$ cat src/rtl/rw_pkg.sv
// Shared types and defaults for the read/write command engine.
//   state_t   : command FSM state encoding
//   DW_DEF    : default data width
//   DEPTH_DEF : default storage depth in words
//   CNT_W     : width of the read-latency down-counter
package rw_pkg;

    localparam int unsigned DW_DEF    = 8;
    localparam int unsigned DEPTH_DEF = 16;
    localparam int unsigned CNT_W     = 3;

    typedef enum logic [1:0] {
        IDLE  = 2'd0,
        ACK   = 2'd1,
        RWAIT = 2'd2,
        RDATA = 2'd3
    } state_t;

endpackage

$ cat src/rtl/rw_mem.sv
// DEPTH x DW storage with one write port and one registered-address read port.
//   clock  : write and address-register clock
//   reset  : asynchronous active-high reset of the read-address register only
//   we     : write enable; wdata is stored at mem[waddr] on the clock edge
//   waddr  : write address
//   wdata  : write data
//   re     : load raddr into the read-address register
//   raddr  : read address to latch
//   rdata  : mem[latched read address], combinational from current contents
module rw_mem
    import rw_pkg::*;
#(
    parameter int unsigned DEPTH = DEPTH_DEF,
    parameter int unsigned DW    = DW_DEF,
    parameter int unsigned AW    = $clog2(DEPTH)
) (
    input  logic          clock,
    input  logic          reset,
    input  logic          we,
    input  logic [AW-1:0] waddr,
    input  logic [DW-1:0] wdata,
    input  logic          re,
    input  logic [AW-1:0] raddr,
    output logic [DW-1:0] rdata
);

    logic [DW-1:0] mem [DEPTH];
    logic [AW-1:0] raddr_q;

    // Contents are intentionally not reset.
    always_ff @(posedge clock) begin
        if (we) begin
            mem[waddr] <= wdata;
        end
    end

    always_ff @(posedge clock or posedge reset) begin
        if (reset) begin
            raddr_q <= '0;
        end else if (re) begin
            raddr_q <= raddr;
        end
    end

    // Reading through the latched address means a write landing while a read
    // is waiting is visible when the data is finally presented.
    assign rdata = mem[raddr_q];

endmodule

$ cat src/rtl/rw_cmd_engine.sv
// Read/write command engine in front of a small synchronous memory.
//   clock    : sole clock, all state updates on posedge
//   reset    : asynchronous active-high reset
//   read     : read command strobe
//   write    : write command strobe
//   addr     : command address
//   wdata    : write data
//   ready    : command-completion pulse (write ack cycle or read data cycle)
//   rvalid   : read data valid, one-cycle pulse
//   rdata    : read data, held between reads
//   busy     : high while a read is waiting for its latency to elapse
//   err      : sticky flag, set when read and write are asserted together
//   drop_cnt : saturating count of commands refused while busy
module rw_cmd_engine
    import rw_pkg::*;
#(
    parameter int unsigned DEPTH    = DEPTH_DEF,
    parameter int unsigned DW       = DW_DEF,
    parameter int unsigned READ_LAT = 2
) (
    input  logic                     clock,
    input  logic                     reset,
    input  logic                     read,
    input  logic                     write,
    input  logic [$clog2(DEPTH)-1:0] addr,
    input  logic [DW-1:0]            wdata,
    output logic                     ready,
    output logic                     rvalid,
    output logic [DW-1:0]            rdata,
    output logic                     busy,
    output logic                     err,
    output logic [7:0]               drop_cnt
);

    localparam int unsigned AW = $clog2(DEPTH);

    // RWAIT lasts counter+1 cycles, so the load value is two less than the
    // latency (one cycle is the accepting edge, one is the RDATA cycle).
    localparam logic [CNT_W-1:0] CNT_LOAD =
        (READ_LAT > 1) ? CNT_W'(READ_LAT - 2) : '0;

    state_t           state, state_next;
    logic [CNT_W-1:0] cnt, cnt_next;
    logic             mem_we;
    logic             mem_re;
    logic [DW-1:0]    mem_rdata;
    logic [DW-1:0]    rdata_q;
    logic             err_set;
    logic             drop;

    rw_mem #(
        .DEPTH (DEPTH),
        .DW    (DW),
        .AW    (AW)
    ) u_mem (
        .clock (clock),
        .reset (reset),
        .we    (mem_we),
        .waddr (addr),
        .wdata (wdata),
        .re    (mem_re),
        .raddr (addr),
        .rdata (mem_rdata)
    );

    always_ff @(posedge clock or posedge reset) begin
        if (reset) begin
            state <= IDLE;
            cnt   <= '0;
        end else begin
            state <= state_next;
            cnt   <= cnt_next;
        end
    end

    always_comb begin
        state_next = state;
        cnt_next   = cnt;
        mem_we     = 1'b0;
        mem_re     = 1'b0;
        err_set    = 1'b0;
        drop       = 1'b0;

        unique case (state)
            RWAIT: begin
                // Commands are refused here; the read keeps counting down.
                drop    = read | write;
                err_set = read & write;
                if (cnt == '0) begin
                    state_next = RDATA;
                end else begin
                    cnt_next = cnt - 1'b1;
                end
            end
            default: begin
                // IDLE, ACK and RDATA all accept a new command.
                if (read && write) begin
                    err_set    = 1'b1;
                    state_next = IDLE;
                end else if (write) begin
                    mem_we     = 1'b1;
                    state_next = ACK;
                end else if (read) begin
                    mem_re = 1'b1;
                    if (READ_LAT == 1) begin
                        state_next = RDATA;
                    end else begin
                        state_next = RWAIT;
                        cnt_next   = CNT_LOAD;
                    end
                end else begin
                    state_next = IDLE;
                end
            end
        endcase
    end

    always_ff @(posedge clock or posedge reset) begin
        if (reset) begin
            rdata_q  <= '0;
            err      <= 1'b0;
            drop_cnt <= '0;
        end else begin
            if (state == RDATA) begin
                rdata_q <= mem_rdata;
            end
            if (err_set) begin
                err <= 1'b1;
            end
            if (drop && (drop_cnt != 8'hFF)) begin
                drop_cnt <= drop_cnt + 8'd1;
            end
        end
    end

    assign ready  = (state == ACK) || (state == RDATA);
    assign rvalid = (state == RDATA);
    assign busy   = (state == RWAIT);
    // Live memory value during the data cycle, last presented value otherwise.
    assign rdata  = rvalid ? mem_rdata : rdata_q;

endmodule

$ cat config.mk
export PLATFORM = sky130hd
export DESIGN_NAME = rw_cmd_engine
export DESIGN_NICKNAME = d
export VERILOG_FILES = /design/src/rtl/rw_pkg.sv /design/src/rtl/rw_mem.sv /design/src/rtl/rw_cmd_engine.sv
export SDC_FILE = /design/constraint.sdc
export NUM_CORES = 1
export LEC_CHECK = 0
export ABC_AREA = 1
export BUFFER_PORTS_ARGS = -buffer_cell sky130_fd_sc_hd__buf_2
export CAP_MARGIN = 10
export CELL_PAD_IN_SITES_DETAIL_PLACEMENT = 0
export CELL_PAD_IN_SITES_GLOBAL_PLACEMENT = 2
export CORE_MARGIN = 4
export CORE_UTILIZATION = 35
export DETAILED_ROUTE_END_ITERATION = 6
export GPL_TIMING_DRIVEN = 0
export PLACE_DENSITY = 0.77
export SLEW_MARGIN = 20
export SYNTH_ARGS = -nofsm -noshare
export SYNTH_HDL_FRONTEND = slang
export SYNTH_HIERARCHICAL = 1
export SYNTH_SLANG_ARGS = --single-unit
$ cat constraint.sdc
create_clock -name clock -period 1.56 [get_ports clock]
set_clock_uncertainty 0.05 [all_clocks]
set_input_delay 0.078 -clock clock [delete_from_list [all_inputs] [get_ports clock]]
set_output_delay 0.078 -clock clock [all_outputs]
set_load 0.05 [all_outputs]
==> results.yml, run 1 <==
critical_path:
  cpPeakStageDelay_ns: 0.42
  slowest_stage: "dfrtp_1"
  end_kind: "output port"
  crit_required_ns: 1.43
  start_kind: "flip-flop"
  crit_type: "reg -> out"
  cp.arrival_ns: 2.03
  rr_worst_depth: 10
  r2r_slack_ns: -0.04
  worstReg2RegStart: "u_mem/raddr_q[0]"
  cp_max_fo: 5
  r2r-end: "rdata_q[0]"
  crit_family: "simple AND/OR/NAND/NOR gates"
  path_cells: "buf_2, buf_4, nand2_1, nand2_1, nand2_1, nand3_1, nand3_2, nand2_2, nand2_1, nand2_2, buf_8"
  crit_buf_inv: 3
  cp_common_cell: "nand2_1"
global_routing:
  grt_start_max_net_pins: 23
  grt_antenna_before_repair: 0
  grt_use_total_pct: 17.4
  grt_pass1_wl_microns: 28200
  grt_pass1_vias: 4766
  overflow: 0
clock_tree:
  clk_latency_ns: 0.42
  cts_max_path_buffers: 2
  path_clk_slew_ns: 0.06
  cts_max_level: 4
  clock-sinks: 154
  cts_tree: "yes"
  cts_buffers: 17
  cts_root_buf: "clkbuf_16"
synthesis:
  ys_warn_count: 6
  yosys.area_share.simple_pct: 23.0
  seq_area_frac_synth_pct: 65.7
  synthMuxAreaShare_pct: 0
  syn_inst: 693
  synth-xor-area-share_pct: 0.384
  synth-seq-cells: 154
  synth_compound_area_share_pct: 0.877
  synth_area_sq_mm: 0.00685
  avgSynthCellArea_sq_um: 9.88
  synth_fp_nets: 712
  yosys.area_share.adder_pct: 0.548
  synth_top_family_by_area: "simple AND/OR/NAND/NOR gates"
  synth_cell_types: 25
pwr:
  leakagePower_uw: 0.00386
  p_sw_uw: 5730
  p_int_uw: 9820
  switching_share_pct: 36.9
  irDropWorstVdd_mv: 0.872
  pwr-share-seq_pct: 31.7
  pwr-share-clk_pct: 29.5
  p_per_area_mw_per_mm2: 1740
  p_comb_share_pct: 38.9
drt:
  wl_microns: 18300
  num_vias: 4835
  final_antenna_net_count: 0
  routed_via_density: 4.60
  drc: 0
  first_pass_iters: 5
  drt_iter0_markers: 477
  wl_per_cell_microns: 17.4
placement:
  dp_slack_ns: -0.505
  gp_congestion: 0.819
  port_buffers: 35
  place_hpwl_microns: 11900
finish:
  final_common_cell: "nand2_1"
  antenna_cells: 0
  nNetsFinal: 798
  drive_gt1_share_pct: 23.5
  area_growth_pct: 30.3
  final_cell_mix: "nand2_1 (220), edfxtp_1 (128), inv_1 (114)"
die:
  core-area_sq_mm: 0.0190
  start_util_pct: 36.1
  fp-row-count: 50
  ios: 36
  die_area_sq_mm: 0.0219
  die_h_microns: 148
  die-width_microns: 148
min_path:
  hold_start: "wdata[7]"
  hold_path_depth: 1
  hold_end: "u_mem/mem[14][7]"
  hold_class: "in -> reg"
sta:
  finalSetupViolCount: 79
  tns_ns: -5.55
  fin_crit_sh_pct: 139
  fmax_mhz: 462
  finalHoldViolations: 0
  fin_ws_ns: -0.603
  worstMarginPinSlew_ns: 0.877
  slew_violations: 0
  rsz0062_at_grt: "true"
  slew_headroom_pct: 41.5
  fin_crit_ns: 2.16
outcome:
  violations: "setup timing"
  outcome: "finished with violations"
run:
  maxCapViolCount: 0
-- worst max-delay path by stage --
stage	start	end	depth (start not counted)	slack (ns)
final	u_mem/raddr_q[0]	rdata[0]	11	-0.60
after CTS	u_mem/raddr_q[0]	rdata[3]	11	-0.59
after global placement	state[1]	u_mem/mem[6][6]	5	-0.47
after floorplan	state[1]	u_mem/mem[5][0]	5	-0.07
after global routing	u_mem/raddr_q[0]	rdata[0]	11	-0.67
after detailed placement	state[1]	u_mem/mem[1][3]	5	-0.51
-- flip-flops by register name, summed over array words and instances, names as in the netlist --
register / cells
rdata_q: 8
err: 1
u_mem/mem: 128
u_mem/raddr_q: 4
state: 2
drop_cnt: 8
cnt: 3
-- through the flow --
stage          hold slack [ns]  instance area, sq um  std cells  power [uW]  utilization, %
6_report                0.0326                  8920       1051       15500            47.1
5_1_grt                 0.0293                  8920       1051       16300            47.1
4_1_cts                 0.0226                  8740       1048       15200            46.1
3_5_place_dp           -0.0462                  7410        988        9970            39.1
3_3_place_gp           -0.0456                  7410        988        9930            39.1
2_1_floorplan           -0.206                  6910        693        8450               -
-- cell families after synthesis --
group	after synthesis
buffers and inverters	148
AOI/OAI and AO/OA	11
adders and majority gates	3
xor gates and xnor gates	3
DFF	154
and+or+nand+nor	374
-- what timing repair did --
action,4_1_cts,5_1_grt
pin swaps,19,17
gates cloned,0,2
endpoints found under the setup margin,145,148
gates resized for setup,81,37
buffers inserted,21,1
endpoints found under the hold margin,33,2
hold buffers,8,1
-- metal layers --
metal | up-vias | routed length [microns] | track usage (%)
met1 | 2287 | 8540 | 24.6
li1 | 2384 | - | -
met3 | 25 | 977 | 3.19
met5 | - | 0 | 0
met2 | 139 | 8280 | 26.3
met4 | 0 | 519 | 7.30
-- worst reg2reg max path: stages, from the launching register on --
cell and delay (ns):
dfrtp_1 0.43, buf_2 0.21, buf_4 0.15, nand2_1 0.05, nand2_1 0.08, nand2_1 0.08, nand3_1 0.10, nand3_2 0.09
nand2_2 0.09, nand2_1 0.09, nand2_2 0.07
-- cell type report --
class | count | area (sq um)
multi-input cells | 391 | 2010
clock buffers | 18 | 429
fillers | 1711 | 10000
clock inverters | 13 | 225
plain buffers | 26 | 280
inverters | 122 | 473
flip-flops and latches | 154 | 4500
repair buffers | 67 | 682
well taps | 260 | 325
-- Yosys cell counts --
| cell type | count | area [sq um] |
|---|---|---|
| a21oi_1 | 1 | 5.00 |
| edfxtp_1 | 128 | 3840 |
| nand2_1 | 239 | 897 |
| ha_1 | 3 | 37.5 |
| nand3b_1 | 2 | 15.0 |
| buf_4 | 3 | 22.5 |
| nand4_1 | 1 | 6.26 |
| nor2_4 | 3 | 33.8 |
| nand2_4 | 1 | 11.3 |
| nor2_1 | 25 | 93.8 |
| inv_4 | 1 | 6.26 |
| inv_2 | 2 | 7.51 |
| o22ai_1 | 2 | 12.5 |
| xor2_1 | 2 | 17.5 |
| clkbuf_1 | 3 | 11.3 |
| xnor2_1 | 1 | 8.76 |
| o21ai_0 | 7 | 35.0 |
| buf_6 | 9 | 101 |
| dfrtp_1 | 26 | 651 |
| nand3_1 | 100 | 500 |
| buf_2 | 11 | 55.1 |
| clkinv_1 | 3 | 11.3 |
| nand2_2 | 3 | 18.8 |
| inv_1 | 116 | 435 |
| o21bai_1 | 1 | 7.51 |
-- power by group through the flow --
stage,clock (uW),combinational (uW),sequential (uW)
floorplan,0,3280,5170
global placement,0,4920,5000
detailed placement,0,4950,5010
CTS,4670,5630,4920
global route,4870,6520,4950
finish,4580,6040,4930
No activity file was read; power rests on OpenSTA's default activity.
==> run 2: changes to the inputs <==
--- a/config.mk
+++ b/config.mk
@@ -15,6 +15,7 @@
 export DETAILED_ROUTE_END_ITERATION = 6
 export GPL_TIMING_DRIVEN = 0
 export PLACE_DENSITY = 0.77
+export REMOVE_ABC_BUFFERS = 1
 export SLEW_MARGIN = 20
 export SYNTH_ARGS = -nofsm -noshare
 export SYNTH_HDL_FRONTEND = slang
==> constraint.sdc (replaced) <==
create_clock -name clock -period 1.56 [get_ports clock]
set_clock_uncertainty 0.05 [all_clocks]
set_input_delay 0.078 -clock clock [delete_from_list [all_inputs] [get_ports clock]]
set_output_delay 0.078 -clock clock [all_outputs]
set_load 0.02 [all_outputs]
==> run 2 against run 1 <==
  * The run still ends with setup timing left
  * Via count increased by 2.5%
  * Sequential power up 4%
  * Non-clock buffer count grew 3
==> results.yml, run 2 (synthesized netlist as in run 1, its figures left out) <==
outcome:
  outcome: "finished with violations"
  violations: "setup timing"
finish:
  regMostFlops: "u_mem/mem"
  final_cells: 1058
  antenna_cells: 0
  drive_gt1_share_pct: 27.3
  top_regs: "u_mem/mem (128), drop_cnt (8), rdata_q (8)"
  final_cell_mix: "nand2_1 (212), edfxtp_1 (128), inv_1 (115)"
  final_common_cell: "nand2_1"
  area_growth_pct: 34.3
  largest_register_ffs: 128
  nNetsFinal: 804
  fillers: 1683
  final_cell_area_sq_mm: 0.00919
global_routing:
  grt_pass1_wl_microns: 27900
  grt_antenna_before_repair: 0
  overflow: 0
  grt_use_total_pct: 17.0
  grt_start_max_net_pins: 34
  grt_pass1_vias: 4940
pwr:
  p_per_area_mw_per_mm2: 1610
  leakagePower_uw: 0.00395
  irDropWorstVdd_mv: 0.797
drt:
  final_antenna_net_count: 0
  wl_microns: 18100
  wl_met1_microns: 7710
  wl_per_cell_microns: 17.1
  top_layer_used: "met4"
  drc: 0
  wl_met2_microns: 8980
  num_vias: 4957
  routed_via_density: 4.69
  drt_iter0_markers: 358
  first_pass_iters: 4
  route.met3.wl_microns: 958
sta:
  fin_crit_sh_pct: 138
  finalHoldViolations: 0
  worstMarginPinSlew_ns: 0.876
  slew_headroom_pct: 41.5
  fin_ws_ns: -0.596
  whs_ns: 0.00874
  fmax_mhz: 464
  slew_violations: 0
  fin_crit_ns: 2.16
  rsz0062_at_grt: "true"
  finalSetupViolCount: 144
clock_tree:
  clk_latency_ns: 0.42
  cts_max_path_buffers: 2
  cts_max_level: 4
  cts_tree: "yes"
  clock-sinks: 154
  cts_buffers: 17
  cts_root_buf: "clkbuf_16"
  path_clk_slew_ns: 0.06
critical_path:
  cp_common_cell: "nand2_1"
  rr_worst_depth: 8
  r2r_slack_ns: -0.23
  crit_required_ns: 1.43
  end_kind: "output port"
  start_kind: "flip-flop"
  worstReg2RegStart: "state[1]"
  r2r-end: "u_mem/mem[5][7]"
  slowest_stage: "dfrtp_4"
  crit_type: "reg -> out"
  cpPeakStageDelay_ns: 0.53
  cp_max_fo: 16
  cp.arrival_ns: 2.03
  path_cells: "clkbuf_16, clkinv_16, nand2_1, nand2_1, nand2_1, nand3_1, nand3_1, nand2_2, nand2_1, nand2_2, buf_6"
placement:
  dp_slack_ns: -1.32
  port_buffers: 35
  gp_congestion: 0.744
  dpl-instance-area_sq_mm: 0.00718
  dp.cells: 963
  place_hpwl_microns: 9710
die:
  ios: 36
  fp-row-count: 50
  die-width_microns: 148
  die_area_sq_mm: 0.0219
  start_util_pct: 36.1
  core-area_sq_mm: 0.0190
  die_h_microns: 148
min_path:
  hold_start: "wdata[5]"
  hold_end: "u_mem/mem[5][5]"
  hold_path_depth: 1
  hold_class: "in -> reg"
run:
  maxCapViolCount: 0
run 2: layout make-up:
cell class	instances	area, sq um	area share (%)
timing repair buffer	96	1110	12.0
clock inverter	15	141	1.54
multi-input combinational	391	2100	22.8
tap	260	325	3.54
clock buffer	17	425	4.63
inverter	122	508	5.53
timing repair inverter	3	76.3	0.830
sequential	154	4510	49.1
run 2: timing repair:
action                                  in CTS  in global routing
setup buffers                               34                  9
hold buffers                                12                  0
cloned                                       6                  3
resized for setup                          124                 50
hold endpoints to repair                    61                  0
endpoints found under the setup margin     148                149
pin swaps                                   35                 47
run 2: metal layers:
layer | global-route usage [%] | up-vias
met2 | 27.9 | 114
met1 | 22.7 | 2412
met5 | 0 | -
met4 | 6.42 | 0
met3 | 2.94 | 28
li1 | - | 2403
run 2: worst max-delay path by stage:
stage | to | start
6_report | rdata[3] | u_mem/raddr_q[0]
5_1_grt | rdata[3] | u_mem/raddr_q[0]
4_1_cts | rdata[0] | u_mem/raddr_q[0]
3_5_place_dp | rdata[5] | u_mem/raddr_q[2]
3_3_place_gp | rdata[5] | u_mem/raddr_q[0]
2_1_floorplan | rdata_q[7] | u_mem/raddr_q[0]
run 2: where the power goes:
| group | internal, uW | total [uW] | switching (uW) |
|---|---|---|---|
| Combinational | 2270 | 5750 | 3490 |
| Sequential | 4780 | 5110 | 333 |
| Clock | 2220 | 3920 | 1710 |
run 2: worst max-delay path: cells and delay by family (launching register included):
family	cells	cell delay, ns
buf+inv	3	0.43
flops	1	0.53
simple gates	8	0.63
run 2: through the flow:
step,setup TNS (ns),power (uW),util [%]
CTS,-16.76,14200,46.5
global route,-30.86,15600,48.5
detailed placement,-113.92,8890,37.9
floorplan,-47.21,7460,-
finish,-24.87,14800,48.5
global placement,-137.50,8850,37.7
